===== config.mk =====
export PLATFORM = sky130hd
export DESIGN_NAME = alien_sprite_drawer
export DESIGN_NICKNAME = d
export VERILOG_FILES = /design/src/rtl/space_invaders_pkg.sv /design/src/rtl/alien_sprite_rom.sv /design/src/rtl/alien_sprite_drawer.sv
export SDC_FILE = /design/constraint.sdc
export NUM_CORES = 1
export LEC_CHECK = 0
export ABC_CLOCK_PERIOD_IN_PS = 14400
export CAP_MARGIN = 10
export CORE_UTILIZATION = 55
export CTS_BUF_LIST = sky130_fd_sc_hd__clkbuf_16
export DETAILED_ROUTE_END_ITERATION = 16
export PLACE_DENSITY = 0.8
export SLEW_MARGIN = 20
export SYNTH_ARGS = -nofsm -noshare
export SYNTH_HDL_FRONTEND = slang
export SYNTH_SLANG_ARGS = --single-unit

===== constraint.sdc =====
create_clock -name clock -period 14.4 [get_ports clock]
set_input_delay 2.16 -clock clock [delete_from_list [all_inputs] [get_ports clock]]
set_output_delay 2.16 -clock clock [all_outputs]
set_load 0.01 [all_outputs]

===== src/rtl/space_invaders_pkg.sv =====
// Shared constants, sprite state type and sprite bitmap contents for the
// space invaders display path.
package space_invaders_pkg;

  localparam int ALIEN_WIDTH   = 40;
  localparam int ALIEN_HEIGHT  = 21;
  localparam int ALIEN_GAP     = 10;
  localparam int SCREEN_WIDTH  = 640;
  localparam int SCREEN_HEIGHT = 480;
  localparam int SPRITE_PIXELS = ALIEN_WIDTH * ALIEN_HEIGHT;

  localparam logic [3:0] BACKGROUND_COLOR_NUM = 4'd0;
  localparam logic [3:0] ENEMY_COLOR_NUM      = 4'd3;

  // Bitmap selection for the sprite ROM: the alien artwork, or flat test images.
  localparam int ROM_ALIEN   = 0;
  localparam int ROM_ONES    = 1;
  localparam int ROM_CHECKER = 2;

  typedef enum logic [2:0] {
    S_IDLE,
    S_WAIT,
    S_LOAD,
    S_SCAN,
    S_DRAIN,
    S_DONE
  } sprite_state_t;

  // Row-major bitmap contents, same layout as the alien .mif image.
  function automatic logic sprite_bit(input int mode, input int addr);
    int   row;
    int   col;
    int   d;
    int   r;
    logic b;
    row = addr / ALIEN_WIDTH;
    col = addr % ALIEN_WIDTH;
    d   = (2 * col > ALIEN_WIDTH - 1) ? 2 * col - (ALIEN_WIDTH - 1) : (ALIEN_WIDTH - 1) - 2 * col;
    r   = (row > ALIEN_HEIGHT / 2) ? row - ALIEN_HEIGHT / 2 : ALIEN_HEIGHT / 2 - row;
    case (mode)
      ROM_ONES:    b = 1'b1;
      ROM_CHECKER: b = ((row + col) % 2) == 0;
      default:     b = (d + 3 * r <= ALIEN_WIDTH) && !(row == 8 && d >= 9 && d <= 15);
    endcase
    if (addr >= SPRITE_PIXELS) b = 1'b0;
    return b;
  endfunction

endpackage


===== src/rtl/alien_sprite_rom.sv =====
// One-bit-wide alien sprite bitmap with a registered read; en low holds the
// last read bit so the draw pipeline can freeze under backpressure.
module alien_sprite_rom
  import space_invaders_pkg::*;
#(
  parameter int ROM_MODE = ROM_ALIEN
) (
  input  logic       clock,
  input  logic       en,
  input  logic [9:0] addr,
  output logic       rd_bit
);

  logic r_bit;

  always_ff @(posedge clock) begin
    if (en) r_bit <= sprite_bit(ROM_MODE, int'(addr));
  end

  assign rd_bit = r_bit;

endmodule


===== src/rtl/alien_sprite_drawer.sv =====
// Rasterizes one alien sprite into the frame-buffer write port, then holds done.
// Handshake: a write transfers on a cycle where pixel_write=1 and pixel_ready=1;
// while pixel_write=1 and pixel_ready=0 the whole pipeline holds and pixel_* stay stable.
module alien_sprite_drawer
  import space_invaders_pkg::*;
#(
  parameter int ROM_MODE = ROM_ALIEN
) (
  input  logic       clock,
  input  logic       reset,
  input  logic [9:0] center_x,
  input  logic [8:0] center_y,
  input  logic [3:0] color,
  input  logic       pixel_ready,
  output logic [9:0] pixel_x,
  output logic [8:0] pixel_y,
  output logic [3:0] pixel_color,
  output logic       pixel_write,
  output logic       done,
  output logic [2:0] dbg_state
);

  localparam logic [5:0]        COL_LAST = 6'(ALIEN_WIDTH - 1);
  localparam logic [4:0]        ROW_LAST = 5'(ALIEN_HEIGHT - 1);
  localparam logic signed [10:0] HALF_W  = 11'(ALIEN_WIDTH / 2);
  localparam logic signed [10:0] HALF_H  = 11'(ALIEN_HEIGHT / 2);
  localparam logic signed [10:0] SCR_W   = 11'(SCREEN_WIDTH);
  localparam logic signed [10:0] SCR_H   = 11'(SCREEN_HEIGHT);

  sprite_state_t r_state;
  sprite_state_t w_state;
  sprite_state_t w_state_next;

  logic [5:0]        r_col;
  logic [4:0]        r_row;
  logic signed [10:0] r_left;
  logic signed [10:0] r_top;
  logic [3:0]        r_color;
  logic              r_erase;
  logic              r_s2_valid;
  logic [5:0]        r_s2_col;
  logic [4:0]        r_s2_row;
  logic [9:0]        r_pix_x;
  logic [8:0]        r_pix_y;
  logic [3:0]        r_pix_color;
  logic              r_pix_write;
  logic              r_done;

  logic              w_stall;
  logic              w_issue;
  logic              w_last;
  logic [9:0]        w_rom_addr;
  logic              w_rom_bit;
  logic signed [10:0] w_cand_x;
  logic signed [10:0] w_cand_y;
  logic              w_on_screen;
  logic              w_cand_write;

  // Reset is the start strobe: the state register parks in S_WAIT so the first
  // cycle after reset falls is already the wait cycle; S_IDLE is reset itself.
  assign w_state    = reset ? S_IDLE : r_state;
  assign w_stall    = r_pix_write & ~pixel_ready;
  assign w_issue    = (w_state == S_SCAN) & ~w_stall;
  assign w_last     = (r_col == COL_LAST) && (r_row == ROW_LAST);
  assign w_rom_addr = 10'(r_row) * 10'(ALIEN_WIDTH) + 10'(r_col);

  alien_sprite_rom #(
    .ROM_MODE(ROM_MODE)
  ) u_rom (
    .clock  (clock),
    .en     (~w_stall),
    .addr   (w_rom_addr),
    .rd_bit (w_rom_bit)
  );

  assign w_cand_x     = r_left + $signed({5'b0, r_s2_col});
  assign w_cand_y     = r_top + $signed({6'b0, r_s2_row});
  assign w_on_screen  = (w_cand_x >= 11'sd0) && (w_cand_x < SCR_W) &&
                        (w_cand_y >= 11'sd0) && (w_cand_y < SCR_H);
  assign w_cand_write = r_s2_valid && w_on_screen && (r_erase || w_rom_bit);

  always_comb begin
    w_state_next = w_state;
    case (w_state)
      S_IDLE:  w_state_next = S_WAIT;
      S_WAIT:  w_state_next = S_LOAD;
      S_LOAD:  w_state_next = S_SCAN;
      S_SCAN:  if (w_issue && w_last) w_state_next = S_DRAIN;
      S_DRAIN: if (!w_stall) w_state_next = S_DONE;
      S_DONE:  w_state_next = S_DONE;
      default: w_state_next = S_IDLE;
    endcase
  end

  always_ff @(posedge clock) begin
    if (reset) begin
      r_state     <= S_WAIT;
      r_col       <= '0;
      r_row       <= '0;
      r_left      <= '0;
      r_top       <= '0;
      r_color     <= '0;
      r_erase     <= 1'b0;
      r_s2_valid  <= 1'b0;
      r_s2_col    <= '0;
      r_s2_row    <= '0;
      r_pix_x     <= '0;
      r_pix_y     <= '0;
      r_pix_color <= '0;
      r_pix_write <= 1'b0;
      r_done      <= 1'b0;
    end else begin
      if (!w_stall) r_state <= w_state_next;
      if (r_state == S_LOAD) begin
        r_left  <= $signed({1'b0, center_x}) - HALF_W;
        r_top   <= $signed({2'b00, center_y}) - HALF_H;
        r_color <= color;
        r_erase <= (color == BACKGROUND_COLOR_NUM);
      end
      if (w_issue) begin
        if (r_col == COL_LAST) begin
          r_col <= '0;
          r_row <= r_row + 5'd1;
        end else begin
          r_col <= r_col + 6'd1;
        end
      end
      if (!w_stall) begin
        r_s2_valid  <= w_issue;
        r_s2_col    <= r_col;
        r_s2_row    <= r_row;
        r_pix_write <= w_cand_write;
        r_done      <= (r_state == S_DONE);
        if (r_s2_valid) begin
          r_pix_x     <= w_cand_x[9:0];
          r_pix_y     <= w_cand_y[8:0];
          r_pix_color <= r_color;
        end
      end
    end
  end

  assign pixel_x     = r_pix_x;
  assign pixel_y     = r_pix_y;
  assign pixel_color = r_pix_color;
  assign pixel_write = r_pix_write;
  assign done        = r_done;
  assign dbg_state   = w_state;

endmodule


After elaboration in Yosys (flattened, before gate mapping)
Index checks and enable logic that the tools add are counted.
{"block": "word_totals", "register_bits": 79, "output_inout_bits": 28, "elab_cells": 79}
{"block": "classes", "add_sub_neg": 12, "n_mul": 2, "div": 2, "order_cmp": 10, "n_eq_ne": 10, "muxes": 6, "bitwise": 4, "reduce_logical": 17}
{"op": "$mux 32", "n": 2}
{"op": "$add 32x32->32", "n": 1}
{"op": "$div 11x7->32 const B", "n": 1}
{"op": "$eq 32x5->1 const B", "n": 1}
{"op": "$ge 32x5->1 const B", "n": 1}
{"op": "$gt 32x5->1 const B", "n": 1}
{"op": "$gt 32x7->1 const B", "n": 1}
{"op": "$le 32x5->1 const B", "n": 1}
{"op": "$le 32x7->1 const B", "n": 1}
{"op": "$mod 11x7->32 const B", "n": 1}
{"op": "$mul 3x32->32 const A", "n": 1}
{"op": "$sub 32x5->32 const B", "n": 1}
{"op": "$sub 32x7->32 const B", "n": 1}
{"op": "$sub 5x32->32 const A", "n": 1}
{"op": "$sub 7x32->32 const A", "n": 1}
{"op": "$ge 11x1->1 const B", "n": 2}
{"op": "$pmux 3 s5", "n": 1}
{"op": "$add 11x6->11", "n": 1}
{"op": "$add 11x7->11", "n": 1}
{"op": "$lt 11x10->1 const B", "n": 1}
{"op": "$lt 11x11->1 const B", "n": 1}
{"op": "$sub 10x5->11 const B", "n": 1}
{"op": "$add 10x6->10", "n": 1}
{"op": "$ge 10x10->1 const B", "n": 1}
{"op": "20 further kinds", "n": 37}

Logic depth before layout (Yosys ltp)
{"block": "logic_depth", "ltp_word": 10, "ltp_mapped": 53, "ltp_nobuf": 49}

Hierarchy
A second synthesis with hierarchy kept.
{"block": "unflattened", "hier_cells": 1211, "area_unflattened_um2": 9102.5}
{"module": "alien_sprite_rom", "n_inst": 1, "cells_each": 712, "area_each_um2": 5041.1, "seq_area_each_um2": 30.0}
{"module": "alien_sprite_drawer", "n_inst": 1, "cells_each": 499, "area_each_um2": 4061.4, "seq_area_each_um2": 1541.5}

Worst setup path before layout
No wires, ideal clock.
{"block": "synth_timing", "path_kind": "register -> register", "from": "register r_row[1]", "to": "register u_rom.r_bit, in the netlist u_rom.rd_bit, data pin", "setup_ns": 0.157, "arrival_time_ns": 10.971, "required_time_ns": 14.243, "path_slack_ns": 3.272, "path_stages_with_launch": 53, "n_path_buf": 3, "period_less_slack_ns": 11.128, "cell_sequence": "dfxtp_1 ha_1 ha_1 inv_1 fa_1 nand2b_1 nor3_1 nor3_1 nor2_2 inv_1 ha_1 nand2b_1 clkbuf_1 or3_1 a2111oi_0 o21bai_1 nor3_1 o31ai_1 [17 not listed] ha_1 clkbuf_1 a21oi_1 nand3b_1 a21oi_1 o31ai_1 a221oi_1 a211oi_1 o21ai_0 a21oi_1 a31oi_1 nor2b_1 or4_1 a2111oi_0 nand4_1 nor4_1 a31oi_1 nor3_1"}
{"block": "synth_via", "elab_chain_cells": 10}
{"element": "start, declared", "line": "alien_sprite_drawer.sv:35", "text": "logic [4:0] r_row;"}
{"element": "start signal, assigned", "line": "alien_sprite_drawer.sv:123", "text": "r_row <= r_row + 5'd1;"}
{"element": "$mul 5x3->7 *", "line": "alien_sprite_drawer.sv:65", "text": "assign w_rom_addr = 10'(r_row) * 10'(ALIEN_WIDTH) + 10'(r_col);"}
{"element": "$add 10x6->10 *", "line": "alien_sprite_drawer.sv:65"}
{"element": "branches (longest 8 deep; another with $div 11x7->32)"}
{"element": "end signal, assigned", "line": "alien_sprite_rom.sv:17", "text": "if (en) r_bit <= sprite_bit(ROM_MODE, int'(addr));"}
{"element": "end, declared", "line": "alien_sprite_rom.sv:14", "text": "logic r_bit;"}
Every way passes the cells marked *.
A chain may end at the register's enable or synchronous reset.

Worst setup path after layout
Same ends and word-level chain as after synthesis.

==> qor.yml <==
final_layout:
  final_cell_mix: "125 x nand2_1, 112 x a21oi_1, 107 x nor2_1"
  final_common_cell: "nand2_1"
  antenna_cells: 0
  area_growth_pct: 11.0
  final_area_sq_um: 9670
  fin_nets: 1303
  drive_gt1_share_pct: 4.87
detailed_routing:
  drc: 0
  vias: 8460
  ant_nets: 0
  drt_wl_total_um: 23100
  first_pass_iters: 5
  avgRoutedWirePerCell_um: 16.7
  drt_iter0_markers: 834
  via_per_inst: 6.12
timing:
  fin_worst_skew_ns: 0.0136
  rsz0062_at_grt: "no"
  slew_violations: 0
  fmax_ghz: 0.0759
  layout_setup_ws_ns: 1.22
  min_period_ns: 13.18
  slew_headroom_pct: 34.1
  fin_crit_sh_pct: 91.5
  worst_pin_slew_ns: 0.986
  finalSetupViolations: 0
  setup_tns_ns: 0
  hold_viol: 0
placement:
  pre_cts_ws_ns: 1.33
  hpwl_um: 17700
  place_area_sq_um: 9340
  gp_congestion: 0.954
  port_buffers: 53
floorplan:
  start_util_pct: 56.9
  dieArea_sq_um: 16400
  core-area_sq_um: 15300
  die_w_um: 128
  pin_count: 54
  num_rows: 45
  dieHeight_um: 128
global_routing:
  grt_max_degree: 81
  grt_usage_pct: 29.1
  gr-total-overflow: 0
  first_global_vias: 7831
  grt_pass1_wl_um: 38400
  antenna_found_initial: 0
cts:
  htreeDepth: 3
  ctsRootBufferMaster: "clkbuf_16"
  cts_buffers: 9
  post_cts_buffers: 0
  insertion_delay_ns: 0.35
  cts_hold_buf: 0
  cts_sinks: 78
  ctsResizeCount: 0
  cts_tree: "yes"
  clk_pin_slew_ns: 0.07
  cts_max_path_buffers: 2
synth:
  yosysWarningCount: 0
  synth_seq_area_share_pct: 18.0
  yosys.area.top_type_share_pct: 17.7
  synth_area_leaders: "dfxtp_1 18%, ha_1 11%, fa_1 7.8%"
  syn_area_sq_um: 8720
  synth_edf_count: 1
  netlist_instances: 1152
  synth_cell_types: 80
  synthFlopType: "dfxtp_1"
  synthArstFlopShare_pct: 0
  syn_area_per_cell_sq_um: 7.57
  synth-seq-cells: 78
  synth_top_area_cell: "dfxtp_1"
pwr:
  ir_drop_mv: 0.0748
  p_leak_nw: 4.14
  p_per_area_nw_per_um2: 55.7
  power_w: 0.000539
critical_path:
  critPathSlowestCell: "fa_1"
  endpoint_kind: "flop"
  start_kind: "flop"
  crit_required_ns: 14.59
  criticalPathCategory: "reg2reg"
  critPathMaxFanout: 16
  worstPathArrival_ns: 13.38
  slowest_delay_ns: 0.65
worst_hold_path:
  hold_path.class: "reg2reg"
flow_run:
  drv_cap: 0
outcome:
  status: "complete, no violations"
## critical path, delay by kind of cell (launching register included)
| family | cells | cell delay [ns] |
|---|---|---|
| DFF | 1 | 0.50 |
| AOI/OAI and AO/OA | 18 | 4.34 |
| adders and majority gates | 9 | 3.46 |
| buffers and inverters | 5 | 0.77 |
| and+or+nand+nor | 16 | 3.93 |
## sequential cells by signal, summed over array words and instances (netlist names)
signal and count:
r_s2_row 5, r_row 5, r_s2_col 6, pixel_color 4, pixel_y 9, r_top 10
r_col 6, done 1, r_color 4, r_left 11, r_erase 1, r_state 3
r_s2_valid 1, pixel_x 10, u_rom.rd_bit 1, pixel_write 1
## power breakdown
group	leakage (nW)	total [W]	internal [W]	switching (W)
Combinational	3.34	0.0000513	0.0000240	0.0000273
Sequential	0.636	0.000229	0.000223	0.00000652
Clock	0.161	0.000258	0.000168	0.0000899
## per-layer routing
metal	vias up	routed length [um]	global-route usage, %
met5	-	0	0
met4	0	537	9.07
met3	50	1580	5.38
met2	318	10700	48.6
met1	3948	10300	38.0
li1	4144	-	-
## kinds of logic after synthesis
family | share of synthesized area [%]
compound gates | 25.5
xor+xnor | 7.08
flops | 18.0
other cells | 0.0430
simple gates | 21.9
mux | 2.44
fa+ha+maj | 19.0
buf+inv | 6.06
## cell type report
cell class                      count  area, sq um
Multi-Input combinational cell    939         6620
Timing Repair Buffer               61          586
Fill cell                        1359         5640
Clock buffer                        9          225
Clock inverter                      6          111
Sequential cell                    78         1570
Inverter                           78          293
Tap cell                          211          264
## synth_stat cells, drive strengths merged (3+ instances only)
library cell and count:
o221ai 5, a22oi 3, a21oi 112, and3 11
a211o 4, o211ai 9, dfxtp 77, o21bai 3
a211oi 36, nand4 20, o2111ai 3, or2 8
xnor2 44, nand3 21, fa 34, o22ai 10
nor2 110, inv 76, a21o 28, nand2b 11
nand2 125, nor4 13, a31oi 14, o31ai 11
xor2 22, clkbuf 41, a41oi 3, nand3b 3
mux2i 19, nor2b 19, o21ai 51, a221oi 3
nor3 33, o21a 12, or4 3, o32ai 3
and2 6, buf 17, nor3b 3, ha 76
a2111oi 6, or3 11, o2111a 3
## worst paths after layout
check	end	cells after the start	slack, ns	start
setup / recovery	u_rom.rd_bit	48	1.22	r_row[1]
hold / removal	pixel_x[6]	2	0.45	pixel_x[6]
setup reg to reg	u_rom.rd_bit	48	1.22	r_row[1]
hold reg to reg	pixel_x[6]	2	0.45	pixel_x[6]
## stage by stage
stage | std cells | hold WS [ns] | utilization, %
finish | 1382 | 0.450 | 63.2
CTS | 1382 | 0.450 | 63.2
detailed placement | 1367 | 0.441 | 61.0
global placement | 1367 | 0.437 | 61.0
floorplan | 1153 | 0.432 | -
global route | 1382 | 0.465 | 63.2
Note: power is estimated with default switching activity, not from simulation.
